### src/rtl/phi2_bus_cycle.sv
// PHI2 bus-cycle sequencer: turns each PHI2 period into one handshaked memory request.
// Optional request timeout is enabled by defining BUS_TIMEOUT_EN (parameter TIMEOUT).
module phi2_bus_cycle #(
  parameter int ADDR_W = 16,
  parameter int CNT_W  = 16
`ifdef BUS_TIMEOUT_EN
  ,
  parameter int TIMEOUT = 255
`endif
) (
  input  logic              sys_clock,
  input  logic              reset,
  input  logic              phi2_rise,
  input  logic              phi2_fall,
  input  logic              rw,
  input  logic [ADDR_W-1:0] addr,
  input  logic [7:0]        data_in,
  input  logic [7:0]        mem_rdata,
  input  logic              mem_ack,
  input  logic              err_clr,
  output logic              mem_req,
  output logic              mem_we,
  output logic [ADDR_W-1:0] mem_addr,
  output logic [7:0]        mem_wdata,
  output logic [7:0]        data_out,
  output logic              data_oe,
  output logic [CNT_W-1:0]  cycle_count,
  output logic              bus_error
);

  typedef enum logic [2:0] {
    IDLE    = 3'd0,
    RD_REQ  = 3'd1,
    RD_HOLD = 3'd2,
    WR_WAIT = 3'd3,
    WR_REQ  = 3'd4
  } state_t;

  state_t             state_reg, state_next;
  logic               late_reg, late_next;
  logic               mem_req_reg, mem_req_next;
  logic               mem_we_reg, mem_we_next;
  logic [ADDR_W-1:0]  mem_addr_reg, mem_addr_next;
  logic [7:0]         mem_wdata_reg, mem_wdata_next;
  logic [7:0]         data_out_reg, data_out_next;
  logic               data_oe_reg, data_oe_next;
  logic [CNT_W-1:0]   cycle_count_reg, cycle_count_next;
  logic               bus_error_reg, bus_error_next;
  logic               tmo_hit;
  logic               err;
  logic               rise_only, fall_only;

`ifdef BUS_TIMEOUT_EN
  localparam int TMO_W = (TIMEOUT > 1) ? $clog2(TIMEOUT) : 1;
  logic [TMO_W-1:0] tmo_reg;

  // Counts cycles spent with the request asserted; restarts whenever it drops.
  always_ff @(posedge sys_clock or negedge reset) begin
    if (!reset)
      tmo_reg <= '0;
    else if (mem_req_reg)
      tmo_reg <= tmo_reg + TMO_W'(1);
    else
      tmo_reg <= '0;
  end

  assign tmo_hit = mem_req_reg && !mem_ack && (tmo_reg == TMO_W'(TIMEOUT - 1));
`else
  assign tmo_hit = 1'b0;
`endif

  always_ff @(posedge sys_clock or negedge reset) begin
    if (!reset) begin
      state_reg       <= IDLE;
      late_reg        <= 1'b0;
      mem_req_reg     <= 1'b0;
      mem_we_reg      <= 1'b0;
      mem_addr_reg    <= '0;
      mem_wdata_reg   <= '0;
      data_out_reg    <= '0;
      data_oe_reg     <= 1'b0;
      cycle_count_reg <= '0;
      bus_error_reg   <= 1'b0;
    end else begin
      state_reg       <= state_next;
      late_reg        <= late_next;
      mem_req_reg     <= mem_req_next;
      mem_we_reg      <= mem_we_next;
      mem_addr_reg    <= mem_addr_next;
      mem_wdata_reg   <= mem_wdata_next;
      data_out_reg    <= data_out_next;
      data_oe_reg     <= data_oe_next;
      cycle_count_reg <= cycle_count_next;
      bus_error_reg   <= bus_error_next;
    end
  end

  always_comb begin
    state_next       = state_reg;
    late_next        = late_reg;
    mem_req_next     = mem_req_reg;
    mem_we_next      = mem_we_reg;
    mem_addr_next    = mem_addr_reg;
    mem_wdata_next   = mem_wdata_reg;
    data_out_next    = data_out_reg;
    data_oe_next     = data_oe_reg;
    cycle_count_next = cycle_count_reg;
    err              = 1'b0;

    // Coincident edges are a protocol fault; both are dropped.
    rise_only = phi2_rise & ~phi2_fall;
    fall_only = phi2_fall & ~phi2_rise;
    if (phi2_rise && phi2_fall)
      err = 1'b1;
    if (rise_only && state_reg != IDLE)
      err = 1'b1;

    case (state_reg)
      IDLE: begin
        if (rise_only) begin
          mem_addr_next    = addr;
          mem_we_next      = ~rw;
          cycle_count_next = cycle_count_reg + CNT_W'(1);
          late_next        = 1'b0;
          if (rw) begin
            mem_req_next = 1'b1;
            state_next   = RD_REQ;
          end else begin
            state_next   = WR_WAIT;
          end
        end
      end
      RD_REQ: begin
        if (mem_ack) begin
          mem_req_next = 1'b0;
          if (late_reg) begin
            late_next  = 1'b0;
            state_next = IDLE;
          end else begin
            data_out_next = mem_rdata;
            data_oe_next  = ~fall_only;
            state_next    = fall_only ? IDLE : RD_HOLD;
          end
        end else if (tmo_hit) begin
          mem_req_next  = 1'b0;
          err           = 1'b1;
          data_out_next = 8'hFF;
          late_next     = 1'b0;
          data_oe_next  = ~(late_reg | fall_only);
          state_next    = (late_reg | fall_only) ? IDLE : RD_HOLD;
        end else if (fall_only && !late_reg) begin
          // PHI2 fell before the data arrived: poison the read, wait out the ack.
          err           = 1'b1;
          data_out_next = 8'hFF;
          late_next     = 1'b1;
        end
      end
      RD_HOLD: begin
        if (fall_only) begin
          data_oe_next = 1'b0;
          state_next   = IDLE;
        end
      end
      WR_WAIT: begin
        if (fall_only) begin
          mem_wdata_next = data_in;
          mem_req_next   = 1'b1;
          state_next     = WR_REQ;
        end
      end
      WR_REQ: begin
        if (mem_ack) begin
          mem_req_next = 1'b0;
          state_next   = IDLE;
        end else if (tmo_hit) begin
          mem_req_next = 1'b0;
          err          = 1'b1;
          state_next   = IDLE;
        end
      end
      default: begin
        state_next   = IDLE;
        mem_req_next = 1'b0;
        data_oe_next = 1'b0;
      end
    endcase

    // A new error outranks a simultaneous clear.
    bus_error_next = err ? 1'b1 : (err_clr ? 1'b0 : bus_error_reg);
  end

  assign mem_req     = mem_req_reg;
  assign mem_we      = mem_we_reg;
  assign mem_addr    = mem_addr_reg;
  assign mem_wdata   = mem_wdata_reg;
  assign data_out    = data_out_reg;
  assign data_oe     = data_oe_reg;
  assign cycle_count = cycle_count_reg;
  assign bus_error   = bus_error_reg;

endmodule

### config.mk
export PLATFORM = sky130hd
export DESIGN_NAME = phi2_bus_cycle
export DESIGN_NICKNAME = d
export VERILOG_FILES = /design/src/rtl/phi2_bus_cycle.sv
export SDC_FILE = /design/constraint.sdc
export NUM_CORES = 1
export LEC_CHECK = 0
export BUFFER_PORTS_ARGS = -buffer_cell sky130_fd_sc_hd__buf_2
export CORE_ASPECT_RATIO = 0.7
export CORE_MARGIN = 3
export CORE_UTILIZATION = 30
export DETAILED_ROUTE_END_ITERATION = 10
export GPL_TIMING_DRIVEN = 1
export PLACE_DENSITY = 0.6
export SETUP_SLACK_MARGIN = 0.15
export SYNTH_ARGS = -nofsm -noshare
export SYNTH_HDL_FRONTEND = slang
export SYNTH_SLANG_ARGS = --single-unit
### constraint.sdc
create_clock -name sys_clock -period 2.15 [get_ports sys_clock]
set_input_delay 0 -clock sys_clock [delete_from_list [all_inputs] [get_ports sys_clock]]
set_output_delay 0 -clock sys_clock [all_outputs]
set_load 0.03 [all_outputs]
==> impl_metrics.tcl, run 1 <==
set metrics [dict create \
    arrival_ps 2040 \
    vias 2088 \
    gp_congestion 0.723 \
    io_buffer_count 90 \
    core_um2 7970 \
    rsz0062_at_grt "no" \
    seq_area_um2 1400 \
    synth_cell_types 47 \
    status "finished, final reports clean" \
    stdcell_area_um2 3570 \
    tns_ps 0 \
    finClkSkew_ps 8.12 \
    synth_seq_area_share 0.564 \
    synth_ff_type "dfrtp_1" \
    die_area_um2 9430 \
    drive_gt1_frac 0.350 \
    worst_pin_slew_ps 671 \
    syn_nets 263 \
    yosysWarnings 0 \
    grt_pass1_vias 2049 \
    synthArstFlopShare 1.00 \
    grt_overflow_total 0 \
    pin_count 91 \
    drtAntennaViolNets 0 \
    end_kind "register" \
    power.density_nw_per_um2 1290 \
    postCtsResizedCells 0 \
    nets 393 \
    cts_root_buf "clkbuf_16" \
    diodes 0 \
    area_delta_synth_final_pct 43.6 \
    htreeDepth 2 \
    leakagePower_nw 1.80 \
    setup_violations 0 \
    fmax_mhz 552 \
    drt-pass1-iter-count 4 \
    p_total_w 0.00459 \
    grt_max_degree 30 \
    max_slew_margin 0.551 \
    worstSkewPairLatency_ps 290 \
    dieHeight_um 82.1 \
    hold_viol_final 0 \
    crit_fanout 11 \
    post-cts-setup-buffers 0 \
    multiInputGateArea_um2 1010 \
    cts_buffers 5 \
    wl_per_cell_um 12.9 \
    drt_iter0_drc 81 \
    crit_type "reg2reg" \
    placed_cell_area_um2 3050 \
    die_x_um 115 \
    yosysMostFrequentCell "nand2_1" \
    cts_hold_buffers 35 \
    syn_inst 223 \
    synth_common_cells "nand2_1, dfrtp_1, xnor2_1" \
    clockBufferDepth 2 \
    peakVddDrop_mv 0.461 \
    post-route-drc-count 0 \
    path_clk_slew_ps 70 \
    cts_sinks 56 \
    track_usage 0.128 \
    grt_pass1_wl_um 9610 \
    hold_path_class "in2reg" \
    synth_edf_count 0 \
    place_hpwl_um 4060 \
    cts_tree "yes" \
    start_util 0.312 \
    worstPathRequired_ps 2380 \
    synth.cell_area_um2 2480 \
    antenna_found_initial 0 \
    avgSynthCellArea_um2 11.1 \
    crit_path_start_kind "register" \
    synth-seq-cells 56 \
    synth_top_area_frac 0.564 \
    routed_via_density 4.59 \
    placementRows 27 \
    synth_area_leaders "dfrtp_1, nand2_1, mux2_2" \
    drv_cap 0 \
    finalCritPeriodShare 0.842 \
    synth_top_area_cell "dfrtp_1" \
    drv_slew 0 \
    fillers 773 \
    min_period_ps 1810 \
    wirelength_um 5860 \
]
layout make-up:
type	instances	share of cell area
Sequential cell	56	0.393
Multi-Input combinational cell	154	0.282
Clock inverter	2	0.00982
Timing Repair Buffer	132	0.239
Inverter	4	0.00421
Clock buffer	6	0.0361
Tap cell	101	0.0354
cells in the final DEF, fill, tap and decap left out, types with 2 or more instances in the layout:
| cell | instances |
|---|---|
| dlygate4sd3_1 | 35 |
| nor4_1 | 2 |
| mux2i_1 | 2 |
| xnor2_1 | 10 |
| o21ai_0 | 2 |
| and3_1 | 2 |
| mux2_2 | 8 |
| nand2_1 | 61 |
| nand4_1 | 3 |
| nor4_4 | 3 |
| clkbuf_16 | 5 |
| nor2_1 | 8 |
| nand3b_1 | 2 |
| buf_4 | 7 |
| dfrtp_1 | 56 |
| a21oi_1 | 4 |
| xor2_1 | 6 |
| buf_2 | 90 |
| nand2b_1 | 2 |
| o22a_1 | 9 |
| inv_1 | 4 |
| nand3_1 | 5 |
cells by family (layout without fill, tap and decap cells):
family / count (synthesis) / after routing / share of synthesized area
AO/OA/AOI/OAI: 25 / 25 / 0.0770
multiplexers: 10 / 10 / 0.0443
adder cells (fa/ha/maj): 1 / 1 / 0.00503
flip-flops: 56 / 56 / 0.564
AND/OR/NAND/NOR: 101 / 101 / 0.216
XOR/XNOR: 17 / 17 / 0.0629
buffers and inverters: 13 / 144 / 0.0307
per-stage QoR:
step                worst slack [ps]   util  std cells  hold slack (ps)
finish                           340  0.447        455             16.2
global route                     185  0.447        455             41.7
CTS                              352  0.447        455             7.12
detailed placement               379  0.383        412             60.9
global placement                 386  0.383        412             60.3
floorplan                        284      -        223             -296
final timing paths:
check                      slack, ps  depth (start not counted)       startpoint              end
setup / recovery                 340                          5     state_reg[2]      data_out[6]
hold / removal                    20                          3        phi2_rise        bus_error
setup reg to reg                 340                          5     state_reg[2]      data_out[6]
hold reg to reg                  460                          1  cycle_count[15]  cycle_count[15]
max in group asynchronous       1220                          3            reset     mem_wdata[4]
min in group asynchronous        260                          2            reset  cycle_count[14]
power breakdown:
part / internal (W) / switching, W / total [W]
Sequential: 0.00144 / 0.000234 / 0.00167
Combinational: 0.000691 / 0.00131 / 0.00200
Clock: 0.000549 / 0.000368 / 0.000917
Total: 0.00268 / 0.00191 / 0.00459
layer usage:
layer / track usage / up-vias / wire length, um
li1: - / 1015 / -
met1: 0.164 / 1021 / 2660
met2: 0.215 / 46 / 2900
met3: 0.0408 / 6 / 266
met4: 0.0246 / 0 / 40
met5: 0 / - / 0
critical path: stages (launching register included):
cell and delay (ps):
dfrtp_1 460, buf_4 210, nor2_1 130, and2_1 170, a21boi_1 530, o22a_1 240
Note: power is estimated with default switching activity, not from simulation.
==> run 2, diff against run 1 <==
--- a/config.mk
+++ b/config.mk
@@ -11,7 +11,7 @@
 export CORE_UTILIZATION = 30
 export DETAILED_ROUTE_END_ITERATION = 10
 export GPL_TIMING_DRIVEN = 1
-export PLACE_DENSITY = 0.6
+export PLACE_DENSITY = 0.62
 export SETUP_SLACK_MARGIN = 0.15
 export SYNTH_ARGS = -nofsm -noshare
 export SYNTH_HDL_FRONTEND = slang
==> constraint.sdc (replaced) <==
create_clock -name sys_clock -period 1.45 [get_ports sys_clock]
set_input_delay 0 -clock sys_clock [delete_from_list [all_inputs] [get_ports sys_clock]]
set_output_delay 0 -clock sys_clock [all_outputs]
set_load 0.03 [all_outputs]
==> impl_metrics.tcl, run 2 (synthesis results as in run 1) <==
set metrics [dict create \
    reg2reg_slack_ps -160 \
    cts_tree "yes" \
    diodes 0 \
    crit_end "cycle_count[0]" \
    final_util 0.518 \
    hold_viol_final 0 \
    area_delta_synth_final_pct 66.1 \
    worstSkewPairLatency_ps 290 \
    cts_buffers 5 \
    wl_per_cell_um 13.6 \
    nets 418 \
    core_um2 7970 \
    fmax_mhz 620 \
    wirelength_um 6550 \
    crit_type "reg2reg" \
    gp_congestion 0.724 \
    clockBufferDepth 2 \
    pin_count 91 \
    reg2regPathDepth 4 \
    io_buffer_count 90 \
    drv_slew 0 \
    crit_start "state_reg[1]" \
    post-route-drc-count 0 \
    cts_sinks 56 \
    die_x_um 115 \
    whs_ps 96.3 \
    multiInputGateArea_um2 1240 \
    setup_ws_ps -162 \
    rsz0062_at_grt "yes" \
    drtAntennaViolNets 0 \
    path_clk_slew_ps 80 \
    antenna_found_initial 0 \
    htreeDepth 2 \
    hold_path_class "in2reg" \
    grt_max_degree 57 \
    die_area_um2 9430 \
    worst_pin_slew_ps 335 \
    worstPathRequired_ps 1630 \
    grt_overflow_total 0 \
    crit_fanout 7 \
    start_util 0.312 \
    rr_endpoint "cycle_count[0]" \
    track_usage 0.133 \
    fillers 712 \
    drt_iter0_drc 87 \
    layout_commonest_cell "buf_2" \
    min_period_ps 1610 \
    drv_cap 0 \
    violations "negative setup slack" \
    drt-pass1-iter-count 4 \
    layout.cells.non_filler 480 \
    layout_common_cells "buf_2, dfrtp_1, nand2_1" \
    finClkSkew_ps 7.27 \
    status "finished with violations" \
    finalCritPeriodShare 1.11 \
    grt_pass1_vias 2051 \
    seq_area_um2 1410 \
    power.density_nw_per_um2 1860 \
    worstReg2RegStart "state_reg[1]" \
    place_ws_ps -199 \
    drive_gt1_frac 0.517 \
    arrival_ps 1790 \
    dieHeight_um 82.1 \
    crit_path_start_kind "register" \
    routed_via_density 4.58 \
    place_inst 426 \
    peakVddDrop_mv 0.793 \
    max_slew_margin 0.775 \
    vias 2197 \
    place_hpwl_um 4380 \
    cts_root_buf "clkbuf_16" \
    leakagePower_nw 2.04 \
    placementRows 27 \
    setup_violations 43 \
    grt_pass1_wl_um 9910 \
    end_kind "register" \
]
[run 2: cell types whose count changed in the layout (fill, tap and decap cells not counted), sizes merged]
cell,before,now
buf,97,120
clkbuf,6,8
inv,4,5
bufinv,1,0
[run 2: timing repair]
item	in CTS	in global routing
endpoints found under the setup margin	53	55
hold buffers	35	0
gates resized for setup	14	44
endpoints found under the hold margin	90	0
cloned	0	2
pin swaps	10	30
buffers inserted	0	9
[run 2: per-stage QoR]
stage / power (W) / TNS (ps) / area (um^2)
detailed placement: 0.00576 / -4170 / 3290
global route: 0.00815 / -7060 / 4130
floorplan: 0.00471 / -4230 / 2580
CTS: 0.00719 / -3100 / 3840
global placement: 0.00570 / -3660 / 3290
finish: 0.00768 / -4080 / 4130
[run 2: worst min-delay path by stage]
stage / from / end / depth (start not counted)
CTS: phi2_rise / bus_error / 4
global route: phi2_rise / bus_error / 4
floorplan: reset / bus_error / 0
finish: phi2_rise / bus_error / 4
detailed placement: reset / mem_addr[7] / 2
global placement: reset / mem_addr[7] / 2
[run 2: power by group]
| group | switching (W) | internal [W] | leakage [nW] |
|---|---|---|---|
| logic | 0.00225 | 0.00164 | 1.27 |
| clock network | 0.000566 | 0.000692 | 0.0772 |
| registers | 0.000395 | 0.00214 | 0.685 |
[run 2: layout make-up]
cell class | instances | area share
flip-flops and latches | 56 | 0.341
clock inverters | 2 | 0.00333
well taps | 101 | 0.0306
inverters | 4 | 0.00364
clock buffers | 6 | 0.0336
repair buffers | 157 | 0.286
multi-input cells | 154 | 0.302
[run 2: routing by layer]
layer | up-vias | GRT usage | routed length (um)
met2 | 65 | 0.202 | 3080
met5 | - | 0 | 0
met3 | 7 | 0.0379 | 428
li1 | 1071 | - | -
met1 | 1054 | 0.185 | 2980
met4 | 0 | 0.0387 | 59
[run 2: worst max-delay path: stages, from the launching register on]
cell,delay (ps)
dfrtp_1,380
or3b_4,430
or3_4,410
buf_12,170
xnor2_2,120
